==> src/rtl/product_accumulator.sv <==
// product_accumulator: sums COUNT unsigned products over valid/ready handshakes with a sticky overflow flag
module product_accumulator #(
  parameter int IN_WIDTH = 4,
  parameter int PROD_WIDTH = 2 * IN_WIDTH,
  parameter int COUNT = 4,
  parameter int ACC_WIDTH = PROD_WIDTH + 4
) (
  input  logic                  clk,
  input  logic                  rst,
  input  logic                  start,
  input  logic                  in_valid,
  output logic                  in_ready,
  input  logic [PROD_WIDTH-1:0] product,
  output logic                  out_valid,
  input  logic                  out_ready,
  output logic [ACC_WIDTH-1:0]  sum,
  output logic                  overflow,
  output logic                  busy
);
  localparam int EXT_WIDTH = ACC_WIDTH + 1;
  typedef enum logic [1:0] {IDLE, ACC, DONE} stateT;
  stateT state;
  logic [7:0] cnt;
  logic [ACC_WIDTH:0] nextSum;
  // one extra bit captures the carry out of the accumulator
  assign nextSum = {1'b0, sum} + EXT_WIDTH'(product);
  assign in_ready = state == ACC;
  assign out_valid = state == DONE;
  assign busy = state != IDLE;
  always_ff @(posedge clk or posedge rst) begin
    if (rst) begin
      state <= IDLE;
      sum <= '0;
      cnt <= '0;
      overflow <= 1'b0;
    end else begin
      case (state)
        IDLE: if (start) begin
          sum <= '0;
          cnt <= '0;
          overflow <= 1'b0;
          state <= ACC;
        end
        ACC: if (in_valid) begin
          sum <= nextSum[ACC_WIDTH-1:0];
          overflow <= overflow | nextSum[ACC_WIDTH];
          cnt <= cnt + 8'd1;
          if (cnt + 8'd1 == 8'(COUNT)) state <= DONE;
        end
        DONE: if (out_ready) state <= IDLE;
        default: state <= IDLE;
      endcase
    end
  end
endmodule
==> config.mk <==
export PLATFORM = sky130hd
export DESIGN_NAME = product_accumulator
export DESIGN_NICKNAME = d
export VERILOG_FILES = /design/src/rtl/product_accumulator.sv
export SDC_FILE = /design/constraint.sdc
export NUM_CORES = 1
export LEC_CHECK = 0
export CORE_MARGIN = 2
export CORE_UTILIZATION = 55
export DETAILED_ROUTE_END_ITERATION = 8
export PLACE_DENSITY_LB_ADDON = 0.25
export SLEW_MARGIN = 5
export SYNTH_ARGS = -nofsm -noshare
export SYNTH_HDL_FRONTEND = slang
export SYNTH_SLANG_ARGS = --single-unit
==> constraint.sdc <==
create_clock -name clk -period 3.22 [get_ports clk]
set_clock_uncertainty 0.1 [all_clocks]
set_input_delay 0.644 -clock clk [delete_from_list [all_inputs] [get_ports clk]]
set_output_delay 0.644 -clock clk [all_outputs]
set_load 0.01 [all_outputs]
### Yosys cells after proc, flatten, opt, wreduce, memory -nomap -nowiden

Cells that the tools add are included.

| cells by class | value |
|---|---|
| add/sub/neg operators | 2 |
| equal/unequal tests | 7 |
| mux-type cells | 14 |
| bitwise logic cells | 1 |
| reductions and logical operators | 5 |

Operators by type and width:

| operator | count |
|---|---|
| $mux 12 | 2 |
| $pmux 12 s2 | 1 |
| $mux 8 | 2 |
| $pmux 8 s2 | 1 |
| $add 12x8->13 | 1 |
| $add 8x1->8 const B | 1 |
| $eq 8x3->1 const B | 1 |
| $mux 2 | 4 |
| $pmux 2 s3 | 1 |
| $ne 2x1->1 const B | 2 |
| $ne 2x2->1 const B | 2 |
| $reduce_and 4->1 | 1 |
| $reduce_bool 2->1 | 2 |
| $reduce_and 3->1 | 1 |
| $eq 2x1->1 const B | 1 |
| $eq 2x2->1 const B | 1 |
| $logic_not 2->1 | 1 |
| $mux 1 | 2 |
| $pmux 1 s2 | 1 |
| $or 1x1->1 | 1 |

| word-level totals | value |
|---|---|
| register bits after elaboration | 23 |
| bits of input ports | 13 |
| word-level logic and storage cells | 33 |

### Longest topological paths before layout

Gate-level depths: netlist (run 1).

| logic depth | value |
|---|---|
| depth after elaboration | 5 |
| mapped depth | 7 |
| gate-level depth less buffers | 7 |

### Least setup slack after synthesis (run 1)

OpenSTA, ideal clock, no wires.

| timing path | value |
|---|---|
| kind | in2reg |
| from | in product[0] |
| to | reg sum[8] |
| setup time | 0.123 ns |
| arrival time | 2.086 ns |
| setup slack | 0.911 ns |
| cell stages on the path | 7 |
| buffers on the path | 0 |
| path through | ha_1 -> fa_1 -> a211oi_1 -> o21ai_0 -> and2_1 -> a31oi_1 -> nor3b_2 |

| between the ends | value |
|---|---|
| word-level cells in the longest chain between the ends | 3 |

RTL lines:

| element | RTL line | RTL |
|---|---|---|
| start, declared | 13 | `input logic [PROD_WIDTH-1:0] product,` |
| $add 12x8->13 | 26 | `assign nextSum = {1'b0, sum} + EXT_WIDTH'(product);` |
| $mux 12 | 44 | `ACC: if (in_valid) begin` |
| $pmux 12 s2 | 37 | `case (state)` |
| end signal, assigned | 45 | `sum <= nextSum[ACC_WIDTH-1:0];` |
| end, declared | 16 | `output logic [ACC_WIDTH-1:0] sum,` |

Every way passes these cells. The select of a mux whose other input is x is not followed.
A chain may end at the register's enable or synchronous reset.

### Final worst setup path (run 1)

Ends and elaborated chain as after synthesis.

==> results of run 1 <==
-- cells in the mapped netlist (2+ instances only) --
| cell | instances |
|---|---|
| mux2i_1 | 3 |
| clkbuf_1 | 3 |
| buf_2 | 2 |
| inv_1 | 7 |
| nand4_1 | 7 |
| a31oi_1 | 4 |
| o21ai_0 | 24 |
| a21oi_1 | 3 |
| a22o_1 | 3 |
| nand2b_1 | 3 |
| nand2_1 | 28 |
| and2_1 | 4 |
| a2111oi_0 | 2 |
| nand3_1 | 3 |
| nor2_1 | 6 |
| and3_1 | 2 |
| dfrtp_1 | 23 |
| nor2b_1 | 3 |
| xor2_1 | 3 |
| ha_1 | 10 |
| a211oi_1 | 3 |
| a21o_1 | 3 |
| xnor2_1 | 4 |
-- kinds of logic after synthesis --
kind of cell	after synthesis
buffers and inverters	12
AOI/OAI and AO/OA	48
DFF	23
and+or+nand+nor	63
muxes	3
xor gates and xnor gates	7
adders and majority gates	11
-- metal layers --
| layer | up-vias | GRT usage (%) | wire (um) |
|---|---|---|---|
| met2 | 43 | 39.8 | 1670 |
| met3 | 6 | 3.49 | 173 |
| li1 | 657 | - | - |
| met1 | 646 | 28.3 | 1540 |
| met5 | - | 0 | 0 |
| met4 | 0 | 8.36 | 41 |
-- cell type report --
| class | count | area share, % |
|---|---|---|
| clock inverter | 1 | 0.278 |
| timing repair buffer | 28 | 15.6 |
| sequential | 23 | 32.0 |
| tap | 30 | 2.09 |
| multi-input combinational | 132 | 47.3 |
| inverter | 7 | 1.46 |
| clock buffer | 3 | 1.25 |
-- tightest hold or removal path, cell delays in order (launching register included) --
cell	delay, ns
dfrtp_1	0.38
nand2_1	0.05
o21ai_0	0.06
-- worst paths after layout --
kind	startpoint	slack (ns)	to	cells after the start
max in group asynchronous	rst	1.78	sum[4]$_DFFE_PP0P_	2
worst min register to register	overflow$_DFFE_PP0P_	0.41	overflow$_DFFE_PP0P_	2
worst max register to register	sum[0]$_DFFE_PP0P_	0.99	sum[8]$_DFFE_PP0P_	7
worst max-delay path	product[0]	0.65	sum[8]$_DFFE_PP0P_	8
worst min-delay path	overflow$_DFFE_PP0P_	0.41	overflow$_DFFE_PP0P_	2
min in group asynchronous	rst	0.69	cnt[3]$_DFFE_PP0P_	2
-- power by group through the flow --
stage / clock (W) / sequential, W / combinational, W
finish: 0.000143 / 0.000490 / 0.000769
global route: 0.000152 / 0.000508 / 0.000852
CTS: 0.000141 / 0.000488 / 0.000765
detailed placement: 0 / 0.000494 / 0.000759
global placement: 0 / 0.000487 / 0.000734
floorplan: 0 / 0.000503 / 0.000474
-- metrics by stage --
stage,instance area [um2],worst slack [ns]
after floorplan,1470,0.911
after global placement,1770,0.386
after detailed placement,1770,0.323
after CTS,1800,0.681
after global routing,1800,0.600
final,1800,0.654
-- registers in the layout (all words and copies together), names as in the netlist --
name,cells
sum,12
state,2
cnt,8
overflow,1
==> flow_metrics.env, run 1 <==
export IMPL_start_kind="input port"
export IMPL_worstPathArrival_ns=2.70
export IMPL_worstSkewPairLatency_ns=0.33
export IMPL_clockBufferDepth=2
export IMPL_die_height_um=55.8
export IMPL_period_needed_ns=2.57
export IMPL_clockRootBuffer="clkbuf_4"
export IMPL_slowest_delay_ns=0.43
export IMPL_numCtsBuffers=3
export IMPL_io_buffer_count=28
export IMPL_min_path_type="reg2reg"
export IMPL_p_sw_share_pct=42.6
export IMPL_synth_fa_ha_area_share_pct=9.85
export IMPL_p_per_area_nw_per_um2=780
export IMPL_ys_types=37
export IMPL_grt_max_degree=24
export IMPL_multiInputGateArea_um2=851
export IMPL_total_power_w=0.00140
export IMPL_rsz0062_at_grt="false"
export IMPL_setup_viol=0
export IMPL_drt_iter0_drc=41
export IMPL_drive_gt1_share_pct=4.12
export IMPL_synth_top_family_by_area="simple AND/OR/NAND/NOR gates"
export IMPL_syn_inst=167
export IMPL_path_delay_family="compound AO/OA/AOI/OAI gates"
export IMPL_netlist_area_um2=1470
export IMPL_drc=0
export IMPL_path_clk_slew_ns=0.14
export IMPL_yosys_area_top_type="dfrtp_1"
export IMPL_area_delta_synth_final_pct=22.0
export IMPL_drv_cap=0
export IMPL_postCtsHoldBufs=0
export IMPL_vias=1352
export IMPL_maxSlewViolCount=0
export IMPL_hold_viol=0
export IMPL_start_util_pct=59.0
export IMPL_htree_levels=1
export IMPL_cts_sinks=23
export IMPL_final_nets=219
export IMPL_status="complete, no violations"
export IMPL_drtAntennaViolNets=0
export IMPL_whs_ns=0.410
export IMPL_setup_tns_final_ns=0
export IMPL_grt_pass1_wl_um=5660
export IMPL_synth_area_leaders="dfrtp_1, ha_1, o21ai_0"
export IMPL_ys_ff_latch=23
export IMPL_syn_nets=191
export IMPL_antenna_found_initial=0
export IMPL_track_usage_pct=22.8
export IMPL_dieArea_um2=3110
export IMPL_grt_pass1_vias=1280
export IMPL_cts_resized=0
export IMPL_wl_per_cell_um=15.3
export IMPL_core_rowCount=18
export IMPL_ys_flop_type="dfrtp_1"
export IMPL_p_leak_nw=0.816
export IMPL_cts_tree="yes"
export IMPL_p_sw_w=0.000597
export IMPL_maxSlewHeadroom_pct=39.9
export IMPL_globalplace_congestion=0.889
export IMPL_synth_simple_area_share_pct=21.3
export IMPL_critPathKind="in2reg"
export IMPL_crit_buf_inv=1
export IMPL_synth_xor_area_share_pct=4.16
export IMPL_crit_fanout=3
export IMPL_diodes=0
export IMPL_grt_ovfl_total=0
export IMPL_fmax_ghz=0.390
export IMPL_synthMuxAreaShare_pct=2.04
export IMPL_coreArea_um2=2500
export IMPL_max_slew_worst_pin_slew_ns=0.900
export IMPL_synth_compound_area_share_pct=20.4
export IMPL_synth_edff_count=0
export IMPL_pwr_share_seq_pct=35.0
export IMPL_place_inst=220
export IMPL_crit_chain="clkdlybuf4s50_1 > ha_1 > fa_1 > a211oi_1 > o21ai_0 > and2_1 > a31oi_1 > nor3b_2"
export IMPL_die_w_um=55.8
export IMPL_fillers=193
export IMPL_postCtsSetupBuffers=0
export IMPL_p_clk_share_pct=10.2
export IMPL_yosysWarnings=0
export IMPL_async_flop_share_pct=100
export IMPL_detailedPlacementHpwl_um=2500
export IMPL_io_pins=29
export IMPL_synth_top_area_share_pct=39.0
export IMPL_vias_per_cell=6.04
export IMPL_wl_um=3430
export IMPL_synth_area_per_cell_um2=8.83
export IMPL_final_core_util_pct=71.9
export IMPL_seq_area_um2=576
export IMPL_synth_seq_area_share_pct=39.0
export IMPL_combPwrFrac_pct=54.9
export IMPL_cp_end_kind="register"
export IMPL_critical_path_required_ns=3.35
export IMPL_timing_final_crit_share_pct=79.7
export IMPL_layout_common_cells="nand2_1, clkdlybuf4s50_1, o21ai_0, dfrtp_1, ha_1"
export IMPL_ir_worst_vdd_v=0.000529
export IMPL_first_pass_iters=4
export IMPL_final_cells=224
export IMPL_p_int_w=0.000805
export IMPL_slowest_stage="clkdlybuf4s50_1"
(Power assumes the default switching activity.)
==> inputs of run 2 (changes only) <==
CORE_UTILIZATION = 46   (was 55)
clock period = 2.2 ns   (was 3.22 ns; I/O delays follow)
==> flow_metrics.env, run 2 (same netlist as run 1, synthesis figures left out) <==
export IMPL_diodes=0
export IMPL_clockRootBuffer="clkbuf_4"
export IMPL_drt_iter0_drc=37
export IMPL_top_register="sum"
export IMPL_clockBufferDepth=2
export IMPL_first_pass_iters=4
export IMPL_start_kind="input port"
export IMPL_seq_area_um2=576
export IMPL_htree_levels=1
export IMPL_multiInputGateArea_um2=862
export IMPL_coreArea_um2=3050
export IMPL_hold_viol=0
export IMPL_top_regs="sum (12), cnt (8), state (2)"
export IMPL_grt_pass1_wl_um=5810
export IMPL_setup_viol=0
export IMPL_grt_ovfl_total=0
export IMPL_core_rowCount=20
export IMPL_io_pins=29
export IMPL_final_cells=252
export IMPL_postCtsHoldBufs=0
export IMPL_timing_final_crit_share_pct=98.2
export IMPL_crit_fanout=3
export IMPL_cts_tree="yes"
export IMPL_critPathKind="in2reg"
export IMPL_die_height_um=60.6
export IMPL_critical_path_required_ns=2.31
export IMPL_layout_common_cells="nand2_1, clkdlybuf4s50_1, dfrtp_1, o21ai_0, buf_4"
export IMPL_fillers=286
export IMPL_p_leak_nw=0.880
export IMPL_largest_reg_flops=12
export IMPL_worstPathArrival_ns=2.27
export IMPL_drtAntennaViolNets=0
export IMPL_maxSlewViolCount=0
export IMPL_worstSkewPairLatency_ns=0.31
export IMPL_rsz0062_at_grt="true"
export IMPL_grt_pass1_vias=1359
export IMPL_die_w_um=60.6
export IMPL_min_path_type="in2async"
export IMPL_maxSlewHeadroom_pct=72.9
export IMPL_final_area_um2=1930
export IMPL_ir_worst_vdd_v=0.000538
export IMPL_max_slew_worst_pin_slew_ns=0.396
export IMPL_dieArea_um2=3670
export IMPL_path_clk_slew_ns=0.13
export IMPL_numCtsBuffers=3
export IMPL_final_nets=233
export IMPL_grt_max_degree=24
export IMPL_final_core_util_pct=63.2
export IMPL_place_inst=245
export IMPL_p_per_area_nw_per_um2=1130
export IMPL_status="complete, no violations"
export IMPL_io_buffer_count=28
export IMPL_wl_per_cell_um=13.9
export IMPL_detailedPlacementHpwl_um=2630
export IMPL_setup_tns_final_ns=0
export IMPL_drv_cap=0
export IMPL_vias_per_cell=5.47
export IMPL_start_util_pct=48.3
export IMPL_track_usage_pct=20.8
export IMPL_whs_ns=0.365
export IMPL_place_area_um2=1870
export IMPL_area_delta_synth_final_pct=31.0
export IMPL_globalplace_congestion=0.850
export IMPL_cp_end_kind="register"
export IMPL_fmax_ghz=0.463
export IMPL_drc=0
export IMPL_period_needed_ns=2.16
export IMPL_wl_um=3500
export IMPL_cts_sinks=23
export IMPL_vias=1379
export IMPL_drive_gt1_share_pct=11.5
export IMPL_antenna_found_initial=0
## run 2: cell types whose count changed in the layout (fill, tap and decap cells not counted), sizes merged
| cell | change |
|---|---|
| clkbuf | +1 |
| clkinv | -1 |
| buf | +14 |
## run 2: where the power goes
| group | switching, W | internal (W) |
|---|---|---|
| combinational | 0.000608 | 0.000652 |
| clock | 0.000129 | 0.0000707 |
| sequential | 0.000157 | 0.000559 |
## run 2: final timing paths
check / start / to / slack (ns) / cells after the start
min in group clk: sum[11]$_DFFE_PP0P_ / sum[11]$_DFFE_PP0P_ / 0.42 / 1
worst max register to register: sum[0]$_DFFE_PP0P_ / sum[6]$_DFFE_PP0P_ / 0.19 / 8
worst min register to register: sum[11]$_DFFE_PP0P_ / sum[11]$_DFFE_PP0P_ / 0.42 / 1
max in group asynchronous: rst / sum[4]$_DFFE_PP0P_ / 1.41 / 3
worst max-delay path: product[1] / sum[7]$_DFFE_PP0P_ / 0.04 / 7
worst min-delay path: rst / cnt[7]$_DFFE_PP0P_ / 0.36 / 3
## run 2: cell type report
| type | count | area share (%) |
|---|---|---|
| Inverter | 7 | 1.36 |
| Tap cell | 44 | 2.85 |
| Sequential cell | 23 | 29.8 |
| Multi-Input combinational cell | 132 | 44.7 |
| Clock buffer | 4 | 1.36 |
| Timing Repair Buffer | 42 | 20.0 |
## run 2: repair_timing
item,4_1_cts,5_1_grt
pin swaps,2,3
gates cloned,0,0
setup buffers,1,2
resized for setup,3,3
endpoints found under the hold margin,0,0
endpoints found under the setup margin,4,5
## run 2: stage by stage
stage	worst slack (ns)	total power, W
after global placement	-0.411	0.00190
after global routing	-0.00644	0.00236
after CTS	0.00248	0.00217
after floorplan	0.0951	0.00143
final	0.0398	0.00217
after detailed placement	-0.470	0.00193
## run 2: worst max-delay path: stages
cell and delay, ns:
clkdlybuf4s50_1 0.46, ha_1 0.30, a21o_1 0.13, nand4_1 0.20, a211oi_1 0.37, o21ai_0 0.12
a32o_1 0.25
## run 2: metal layers
metal	up-vias	routed length [um]	track usage, %
met5	-	0	0
met4	0	15	5.59
met3	2	103	2.56
met2	29	1660	34.1
met1	664	1720	29.2
li1	684	-	-
==> inputs of run 3 (changes only) <==
CELL_PAD_IN_SITES_DETAIL_PLACEMENT = 0   (was default)
CELL_PAD_IN_SITES_GLOBAL_PLACEMENT = 1   (was default)
CORE_MARGIN = default   (was 2)
CORE_UTILIZATION = 34   (was 46)
CTS_CLUSTER_DIAMETER = 30   (was default)
==> flow_metrics.env, run 3 (same netlist as run 1, synthesis figures left out) <==
export IMPL_drive_gt1_share_pct=16.9
export IMPL_diodes=0
export IMPL_core_rowCount=23
export IMPL_rsz0062_at_grt="false"
export IMPL_final_core_util_pct=50.2
export IMPL_grt_max_degree=24
export IMPL_seq_area_um2=576
export IMPL_drt_iter0_drc=63
export IMPL_p_sw_w=0.000925
export IMPL_crit_chain="clkdlybuf4s50_1 > ha_1 > or4_1 > and2_1 > a31oi_1 > nor3b_2"
export IMPL_die_height_um=67.8
export IMPL_start_kind="input port"
export IMPL_combPwrFrac_pct=58.2
export IMPL_worstPathArrival_ns=2.17
export IMPL_max_slew_worst_pin_slew_ns=0.406
export IMPL_reg2regPathDepth=8
export IMPL_path_clk_slew_ns=0.08
export IMPL_detailedPlacementHpwl_um=2830
export IMPL_p_leak_nw=0.954
export IMPL_first_pass_iters=4
export IMPL_setup_viol=0
export IMPL_worstReg2RegStart="sum[0]$_DFFE_PP0P_"
export IMPL_r2r_setup_slack_ns=0.15
export IMPL_hold_viol=0
export IMPL_path_depth=6
export IMPL_setup_worst_path_end="sum[8]$_DFFE_PP0P_"
export IMPL_postCtsHoldBufs=0
export IMPL_vias_per_cell=5.33
export IMPL_largest_reg_flops=12
export IMPL_slowest_delay_ns=0.56
export IMPL_io_pins=29
export IMPL_wl_per_cell_um=13.5
export IMPL_multiInputGateArea_um2=872
export IMPL_fillers=398
export IMPL_critical_path_required_ns=2.25
export IMPL_layout_common_cells="nand2_1, clkdlybuf4s50_1, buf_4, dfrtp_1, o21ai_0"
export IMPL_htree_levels=1
export IMPL_timing_final_crit_share_pct=96.1
export IMPL_p_per_area_nw_per_um2=1150
export IMPL_r2r_end="sum[6]$_DFFE_PP0P_"
export IMPL_track_usage_pct=17.8
export IMPL_min_path_type="reg2reg"
export IMPL_wl_um=3620
export IMPL_cp_end_kind="register"
export IMPL_p_sw_share_pct=39.2
export IMPL_grt_pass1_wl_um=6230
export IMPL_dieArea_um2=4600
export IMPL_start_util_pct=36.1
export IMPL_top_regs="sum (12), cnt (8), state (2)"
export IMPL_maxSlewViolCount=0
export IMPL_p_int_w=0.00143
export IMPL_grt_ovfl_total=0
export IMPL_vias=1434
export IMPL_critPathKind="in2reg"
export IMPL_critPathLaunch="product[5]"
export IMPL_final_nets=244
export IMPL_status="complete, no violations"
export IMPL_total_power_w=0.00236
export IMPL_grt_pass1_vias=1380
export IMPL_ir_worst_vdd_v=0.000411
export IMPL_area_delta_synth_final_pct=39.3
export IMPL_drtAntennaViolNets=0
export IMPL_die_w_um=67.8
export IMPL_worstSkewPairLatency_ns=0.26
export IMPL_period_needed_ns=2.11
export IMPL_fmax_ghz=0.473
export IMPL_antenna_found_initial=0
export IMPL_drc=0
export IMPL_crit_fanout=2
export IMPL_final_common_cell="nand2_1"
export IMPL_numCtsBuffers=3
export IMPL_pwr_share_seq_pct=30.4
export IMPL_p_clk_share_pct=11.3
export IMPL_coreArea_um2=4090
export IMPL_cts_sinks=23
export IMPL_setup_tns_final_ns=0
export IMPL_clockRootBuffer="clkbuf_8"
export IMPL_drv_cap=0
export IMPL_cts_tree="yes"
export IMPL_globalplace_congestion=0.796
export IMPL_io_buffer_count=28
export IMPL_clockBufferDepth=2
export IMPL_slowest_stage="or4_1"
export IMPL_top_register="sum"
export IMPL_maxSlewHeadroom_pct=72.8
export IMPL_crit_buf_inv=1
export IMPL_path_delay_family="simple AND/OR/NAND/NOR gates"
[run 3: cell types whose count changed in the layout (fill, tap and decap cells not counted)]
cell	delta
a2111oi_1	-1
a2111oi_2	+1
a211oi_1	-1
a211oi_2	+1
buf_4	+11
clkbuf_4	-3
clkbuf_8	+3
clkdlybuf4s50_1	-3
dlygate4sd2_1	+1
dlymetal6s2s_1	+2
o21ai_0	-1
o21ai_1	+1
[run 3: repair_timing]
item | in CTS | in global routing
setup buffers | 1 | 0
resized for setup | 6 | 6
hold endpoints to repair | 0 | 0
pin swaps | 5 | 5
endpoints found under the setup margin | 4 | 4
[run 3: power groups by stage]
stage / Sequential [W] / Combinational, W / Clock, W
after global placement: 0.000713 / 0.00132 / 0
after detailed placement: 0.000722 / 0.00133 / 0
after floorplan: 0.000736 / 0.000694 / 0
final: 0.000718 / 0.00137 / 0.000268
after global routing: 0.000746 / 0.00154 / 0.000290
after CTS: 0.000715 / 0.00137 / 0.000275
[run 3: cell type report]
cell class	instances	share of cell area, %
inverter	7	1.28
multi-input combinational	132	42.5
tap	50	3.05
clock buffer	4	2.19
timing repair buffer	53	23.0
sequential	23	28.0
[run 3: worst min path at each step]
| stage | from | to | slack [ns] | depth (start not counted) |
|---|---|---|---|---|
| floorplan | rst | cnt[0]$_DFFE_PP0P_ | 0.34 | 1 |
| finish | overflow$_DFFE_PP0P_ | overflow$_DFFE_PP0P_ | 0.39 | 2 |
| detailed placement | overflow$_DFFE_PP0P_ | overflow$_DFFE_PP0P_ | 0.38 | 2 |
| global route | overflow$_DFFE_PP0P_ | overflow$_DFFE_PP0P_ | 0.42 | 2 |
| CTS | overflow$_DFFE_PP0P_ | overflow$_DFFE_PP0P_ | 0.40 | 2 |
| global placement | overflow$_DFFE_PP0P_ | overflow$_DFFE_PP0P_ | 0.38 | 2 |
[run 3: worst register-to-register path, stage by stage (launching register included)]
cell,delay (ns)
dfrtp_1,0.39
ha_2,0.20
fa_2,0.40
a211oi_2,0.27
buf_4,0.15
o21bai_1,0.07
a21oi_1,0.16
xnor2_1,0.13
o21ai_1,0.07
[run 3: metal layers]
| metal | wire, um | track usage, % | vias up |
|---|---|---|---|
| met1 | 1670 | 21.8 | 702 |
| li1 | - | - | 707 |
| met3 | 113 | 2.67 | 2 |
| met5 | 0 | 0 | - |
| met2 | 1820 | 32.3 | 23 |
| met4 | 21 | 4.95 | 0 |
[run 3: through the flow]
stage	worst slack [ns]	cell area, um2	cells	hold slack [ns]
after detailed placement	-0.432	1980	264	0.381
after CTS	0.0308	2040	269	0.400
after global placement	-0.382	1980	264	0.383
after global routing	0.000288	2050	269	0.417
final	0.0858	2050	269	0.392
after floorplan	0.0951	1470	167	0.342
